<file path="config.mk">
export PLATFORM = sky130hd
export DESIGN_NAME = fifo_write_arbiter
export DESIGN_NICKNAME = d
export VERILOG_FILES = /design/src/rtl/fifo_write_arbiter.sv
export SDC_FILE = /design/constraint.sdc
export NUM_CORES = 1
export LEC_CHECK = 0
export ABC_AREA = 1
export BUFFER_PORTS_ARGS = -buffer_cell sky130_fd_sc_hd__buf_2
export CAP_MARGIN = 0
export CORE_MARGIN = 2
export CORE_UTILIZATION = 25
export DETAILED_ROUTE_END_ITERATION = 8
export PLACE_DENSITY = 0.48
export SYNTH_ARGS = -nofsm -noshare
export SYNTH_HDL_FRONTEND = slang
export SYNTH_SLANG_ARGS = --single-unit
</file>
<file path="constraint.sdc">
create_clock -name wclk -period 2 [get_ports wclk]
set_input_delay 0.2 -clock wclk [delete_from_list [all_inputs] [get_ports wclk]]
set_output_delay 0.2 -clock wclk [all_outputs]
set_load 0.03 [all_outputs]
</file>
<file path="src/rtl/fifo_write_arbiter.sv">
// fifo_write_arbiter
// Shares the write port of an asynchronous FIFO between NUM_REQ requesters
// in the write-clock domain. Grants are round-robin and last for one burst:
// until the owner's last beat or MAX_BURST accepted beats, whichever is first.
// New bursts are held off while the FIFO is half full; beats stall on wfull.
module fifo_write_arbiter #(
  parameter int NUM_REQ    = 4,
  parameter int DATA_WIDTH = 8,
  parameter int MAX_BURST  = 16,
  parameter int BCNT_W     = $clog2(MAX_BURST + 1)
) (
  input  logic                          wclk,
  input  logic                          wrst,
  input  logic [NUM_REQ-1:0]            req_valid,
  input  logic [NUM_REQ-1:0]            req_last,
  input  logic [NUM_REQ*DATA_WIDTH-1:0] req_data,
  output logic [NUM_REQ-1:0]            req_ready,
  input  logic                          wfull,
  input  logic                          half_full,
  output logic                          write_enable,
  output logic [DATA_WIDTH-1:0]         data_write,
  output logic [NUM_REQ-1:0]            gnt,
  output logic                          busy,
  output logic [BCNT_W-1:0]             burst_cnt
);

  localparam int PTR_W = $clog2(NUM_REQ);

  typedef enum logic {
    IDLE  = 1'b0,
    BURST = 1'b1
  } state_e;

  state_e             state_q, state_d;
  logic [NUM_REQ-1:0] gnt_q, gnt_d;
  logic [PTR_W-1:0]   rr_ptr_q, rr_ptr_d;
  logic [PTR_W-1:0]   owner_q, owner_d;
  logic [BCNT_W-1:0]  burst_cnt_q, burst_cnt_d;

  logic                  pick_found;
  logic [PTR_W-1:0]      pick_idx;
  logic                  owner_valid;
  logic                  owner_last;
  logic [DATA_WIDTH-1:0] owner_data;
  logic                  accept;
  logic                  burst_end;

  // Round-robin search: first valid requester starting at rr_ptr, wrapping at NUM_REQ.
  always_comb begin
    logic [PTR_W:0]   sum;
    logic [PTR_W-1:0] cand;
    // NOTE: every comb output gets a default first, so no path leaves it unassigned (no latch).
    pick_found = 1'b0;
    pick_idx   = '0;
    sum        = '0;
    cand       = '0;
    for (int k = 0; k < NUM_REQ; k++) begin
      sum = {1'b0, rr_ptr_q} + (PTR_W + 1)'(k);
      if (sum >= (PTR_W + 1)'(NUM_REQ)) sum = sum - (PTR_W + 1)'(NUM_REQ);
      cand = sum[PTR_W-1:0];
      if (!pick_found && req_valid[cand]) begin
        pick_found = 1'b1;
        pick_idx   = cand;
      end
    end
  end

  // Select the current owner's valid/last/data; owner_q is only meaningful in BURST.
  always_comb begin
    owner_valid = req_valid[owner_q];
    owner_last  = req_last[owner_q];
    owner_data  = '0;
    for (int i = 0; i < NUM_REQ; i++) begin
      if (owner_q == PTR_W'(i)) owner_data = req_data[i*DATA_WIDTH +: DATA_WIDTH];
    end
  end

  // A beat is taken only in BURST, from the owner, and never while the FIFO is full.
  assign accept    = (state_q == BURST) && owner_valid && !wfull;
  assign burst_end = accept &&
                     (owner_last ||
                      (({1'b0, burst_cnt_q} + 1'b1) == (BCNT_W + 1)'(MAX_BURST)));

  // State register: synchronous reset abandons any burst in progress.
  always_ff @(posedge wclk) begin
    // NOTE: sequential state uses non-blocking assignments so all registers update together.
    if (wrst) begin
      state_q     <= IDLE;
      gnt_q       <= '0;
      rr_ptr_q    <= '0;
      owner_q     <= '0;
      burst_cnt_q <= '0;
    end else begin
      state_q     <= state_d;
      gnt_q       <= gnt_d;
      rr_ptr_q    <= rr_ptr_d;
      owner_q     <= owner_d;
      burst_cnt_q <= burst_cnt_d;
    end
  end

  // Next-state logic: grant in IDLE, count and terminate bursts in BURST.
  always_comb begin
    state_d     = state_q;
    gnt_d       = gnt_q;
    rr_ptr_d    = rr_ptr_q;
    owner_d     = owner_q;
    burst_cnt_d = burst_cnt_q;
    case (state_q)
      IDLE: begin
        if (pick_found && !half_full && !wfull) begin
          state_d     = BURST;
          gnt_d       = {{(NUM_REQ - 1){1'b0}}, 1'b1} << pick_idx;
          owner_d     = pick_idx;
          burst_cnt_d = '0;
        end
      end
      BURST: begin
        if (burst_end) begin
          state_d     = IDLE;
          gnt_d       = '0;
          burst_cnt_d = '0;
          rr_ptr_d    = (owner_q == PTR_W'(NUM_REQ - 1)) ? '0 : owner_q + 1'b1;
        end else if (accept) begin
          burst_cnt_d = burst_cnt_q + 1'b1;
        end
      end
      default: state_d = IDLE;
    endcase
  end

  // Output logic: steer the owner's beat straight into the FIFO write port.
  always_comb begin
    req_ready    = '0;
    write_enable = 1'b0;
    data_write   = '0;
    if (state_q == BURST) begin
      req_ready[owner_q] = accept;
      write_enable       = accept;
    end
    if (|gnt_q) data_write = owner_data;
  end

  assign gnt       = gnt_q;
  assign busy      = (state_q == BURST);
  assign burst_cnt = burst_cnt_q;

endmodule

</file>
# Yosys cells after proc, flatten, opt, wreduce, memory -nomap -nowiden
# Cells that the tools add are included.
[word_totals]
register_bits = 14
latch_bits = 0
ramBits = 0
romBits = 0
input_bits = 44
out_inout_bits = 23
memories = 0
[classes]
add_sub_neg = 10
multipliers = 0
n_div = 0
n_lt_le_gt_ge = 10
eq_ne = 7
shift = 1
n_mux = 44
bitwise_logic = 2
reduce_logical = 21
[ops]
columns = ["operator", "count"]
rows = [
  ["8-bit 2-to-1 mux", 5],
  ["2-bit 2-to-1 mux", 9],
  ["2-bit by 3-bit less-than comparator with 1-bit output, second input constant", 5],
  ["5-bit 2-to-1 mux", 3],
  ["1-bit 2-to-1 mux", 14],
  ["1-bit binary-select mux with 2-bit select", 6],
  ["4-bit 2-to-1 mux", 3],
  ["5-bit one-hot mux with 2 select lines", 1],
  ["3-bit >= comparator, second input constant", 3],
  ["1-bit logical AND", 9],
  ["4-bit one-hot mux with 2 select lines", 1],
  ["2-bit AND reduction", 4],
  ["2-bit by 1-bit subtractor with 2-bit output, second input constant", 4],
  ["2-bit by 2-bit adder with 3-bit output, second input constant", 2],
  ["5-bit by 1-bit adder with 6-bit output, second input constant", 1],
  ["6-bit by 5-bit == test with 1-bit output, second input constant", 1],
  ["5-bit by 1-bit adder with 5-bit output, second input constant", 1],
  ["1-bit logical NOT", 5],
  ["4-bit bitwise AND", 1],
  ["2-bit == test, second input constant", 2],
  ["4-bit OR reduction", 1],
  ["1-bit by 2-bit left shift with 4-bit output, first input constant", 1],
  ["2-bit by 1-bit adder with 3-bit output, second input constant", 1],
  ["2-bit by 3-bit >= comparator with 1-bit output, second input constant", 1],
  ["other kinds (11)", 11],
]

# Longest topological paths before layout
[depth]
ltp_word = 18
ltp_mapped = 14

# Worst setup path before layout
# No wires, ideal clock.
[synth_path]
kind = "reg-to-output"
start = "register owner_q[0]"
end = "output port data_write[5]"
arrival_time_ps = 1794
required_ps = 1800
slack_ps = 6
path_stages_with_launch = 8
cell_sequence = "dfxtp_1 -> inv_2 -> ha_1 -> clkbuf_1 -> clkbuf_1 -> o31ai_1 -> o21ai_0 -> nor2_1"
[synth_between]
elab_chain_len = 6
[synth_lines]
columns = ["item", "line_no", "text"]
rows = [
  ["start, declared", "37", "logic [PTR_W-1:0] owner_q, owner_d;"],
  ["start signal, assigned", "97", "owner_q <= owner_d;"],
  ["2-bit logical NOT", "74", "if (owner_q == PTR_W'(i)) owner_data = req_data[i*DATA_WIDTH +: DATA_WIDTH];"],
  ["8-bit 2-to-1 mux (3 in series)", "74", ""],
  ["8-bit 2-to-1 mux *", "74", ""],
  ["8-bit 2-to-1 mux *", "141", "if (|gnt_q) data_write = owner_data;"],
  ["end, declared", "21", "output logic [DATA_WIDTH-1:0] data_write,"],
]
# Mark *: on every way between the ends. The rest lies on a longest branch, timed or not.

# Final worst setup path
[layout_path]
start = "register owner_q[1]"
end = "output port data_write[2]"
# The elaborated chain is that of the path after synthesis.

==> key figures <==
CTS
  – # clock sinks: 14
  – CTS tree: yes
  – CTS root buf: clkbuf_8
  – Largest buffer count on any clock path: 2
  – Max H-tree Level: 1
  – Clock slew at reported path FFs: about 0.06 ns
  – Hold buffer count at cts: 0
  – Worst-Skew Late Latency: 0.25 ns
  – Total CTS buffers: 3

Final layout
  – Post-route insts no fill: between 300 and 400
  – Area occupied by multi-input gates: 1015 µm²
  – Antenna cells: 0
  – Most common cell after layout, fill and taps aside: buf_2
  – Nets: roughly 360
  – Register area: approximately 290 µm²
  – Layout fillers: 623
  – Syn-to-layout area delta: 39.77%
  – Finished Core Util: between 30% and 40%
  – Layout cells sized above 1: a little under two fifths
  – Fin area: ~2000 µm²
  – Most frequent cells in the layout: buf_2, nand2_1, nor2_1

GRT
  – Initial antenna violation count: 0
  – First-pass GRT wire length: 6941 µm
  – Vias in the first global route: 1522
  – GRT Residual Overflow: 0
  – Largest net degree at the start of global routing: 17
  – GRT Total Usage: 13.64%

Setup path
  – CP startpoint kind: flop
  – WP data arrival: 1.67 ns
  – Slowest cell delay on critical path: ~0.38 ns
  – Slowest CP cell: dfxtp_4
  – CP max FO: 8
  – Critical path class: reg2out
  – CP cell instances: inv_4 > ha_4 > buf_6 > a21oi_1 > o31ai_1 > o21ai_1 > nor2_1 > buf_4
  – Crit end category: primary output
  – Req. time, crit path: 1.80 ns

Detailed routing
  – Total Wirelength: approximately 4300 µm
  – DR WL/cell: between 10 and 15 µm
  – Detailed Route Iter0 Violations: 68
  – Via Count: approximately 1700
  – DR vias/cell: 4.531
  – # DRC: 0
  – Final ANT Viol Nets: 0
  – TritonRoute pass-1 iters: 4

Logic synthesis
  – Synth warn: 0
  – Seq/Total Area, Yosys: 19.93%
  – Syn Area/Cell: roughly 6 µm²
  – Post-synthesis cell count: about 240
  – Synth Register Bits: 14
  – Synthesized cell area: 1406 µm²
  – Syn_nets: around 280
  – Distinct cells, synth: 30

STA
  – Slew @ Worst Pin: roughly 0.48 ns
  – Pins Over Slew Limit: 0
  – F_max: between 0.5 and 0.6 GHz
  – Max_slew headroom: between 60% and 70%
  – Final setup vio count: 0
  – Minimum clock period: 1.868 ns
  – WHS: roughly 0.26 ns
  – Crit share post-route: 93.42%
  – Final hold violation count: 0
  – Clock skew: 0.001069 ns

Power and ir drop
  – Power Total: around 0.99 mW
  – Maximum VDD drop: roughly 0.28 mV
  – LEAKAGE: between 0.9 and 1 nW
  – Power Dens Cells: roughly 510 nW/µm²

Floorplanning
  – DIE WIDTH: 79 µm
  – # rows: 27
  – Total core area: 5473 µm²
  – Die height: just under 80 µm
  – Die area: about 6200 µm²
  – # IOs: 67
  – Initial Utilization: 25.70%

Place
  – DP Wirelength: 3395 µm
  – GP Congestion: slightly below 0.8
  – DP Cell Count: between 300 and 400
  – Dpl cell area: ~1800 µm²
  – Number of port buffers: 66

Run status
  – Status: finished, final reports clean

Flow run
  – Max-cap violations: 0

Hold path
  – Hold crit path type: in2reg
## Yosys cell counts, drive strengths merged
master	n	area, µm²
a211oi	1	7.510
a21oi	30	168.9
buf	2	15.01
clkbuf	5	18.77
clkinv	3	16.27
dfxtp	14	280.3
ha	5	62.56
inv	25	98.85
nand2	64	292.8
nand3	18	102.6
nand3b	1	7.510
nand4	3	18.77
nor2	37	156.4
nor3	1	5.000
nor4	1	6.260
o21a	1	7.510
o21ai	16	80.08
o31ai	7	52.55
xor2	1	8.760
## state kept, by name, indices dropped and copies added, names as in the netlist
| signal | cells |
|---|---|
| burst_cnt | 5 |
| busy | 1 |
| rr_ptr_q | 2 |
| gnt | 4 |
| owner_q | 2 |
## per-layer routing
metal  GRT usage [%]  up-vias  wire length [µm]
li1                -      914                 -
met1           18.23      733              2009
met2           22.12       56              1864
met3           4.091        5               377
met4           2.069        0                24
met5               0        -                 0
## worst max-delay path: cells and delay by family, from the launching register on
family	cells	cell delay, ns
adders and majority gates	1	0.15
DFF	1	0.38
and+or+nand+nor	1	0.11
buffers and inverters	3	0.37
AOI/OAI and AO/OA	3	0.39
## report_power, final
group | switching (mW) | leakage [nW] | internal (mW)
Combinational | 0.247 | 0.825 | 0.156
Clock | 0.110 | 0.0288 | 0.175
Sequential | 0.0171 | 0.115 | 0.290
Total | 0.374 | 0.969 | 0.620
## cells by family (layout without fill, tap and decap cells)
group	Yosys count	in the layout	synth area share [%]
simple gates	125	125	41.90
compound gates	55	55	22.51
buf+inv	35	105	10.59
flops	14	14	19.93
fa+ha+maj	5	5	4.448
xor+xnor	1	1	0.6229
## worst paths after layout
kind,slack [ns],cells after the start,endpoint,startpoint
min reg2reg,0.50,2,gnt[1]$_SDFFE_PP0P_,gnt[1]$_SDFFE_PP0P_
min,0.26,2,burst_cnt[3]$_SDFFE_PP0P_,wrst
max,0.13,8,data_write[2],owner_q[1]$_SDFFE_PP0P_
max reg2reg,0.26,13,gnt[2]$_SDFFE_PP0P_,rr_ptr_q[0]$_SDFFE_PP0P_
## cell type report
| type | instances | area share (%) |
|---|---|---|
| Inverter | 28 | 6.429 |
| Multi-Input combinational cell | 186 | 51.62 |
| Sequential cell | 14 | 14.64 |
| Timing Repair Buffer | 73 | 19.92 |
| Clock buffer | 4 | 2.801 |
| Tap cell | 72 | 4.583 |
## stage by stage
step           worst slack (ns)   TNS [ns]
3_5_place_dp             0.1026          0
2_1_floorplan          0.006037          0
5_1_grt               -0.001837  -0.001837
6_report                 0.1316          0
3_3_place_gp             0.1418          0
4_1_cts                 0.03421          0
## repair_timing
item / 4_1_cts / 5_1_grt
setup buffers: 0 / 0
endpoints found under the setup margin: 8 / 9
hold endpoints to repair: 0 / 0
pin swaps: 0 / 3
gates resized for setup: 5 / 16
(Power assumes the default switching activity.)
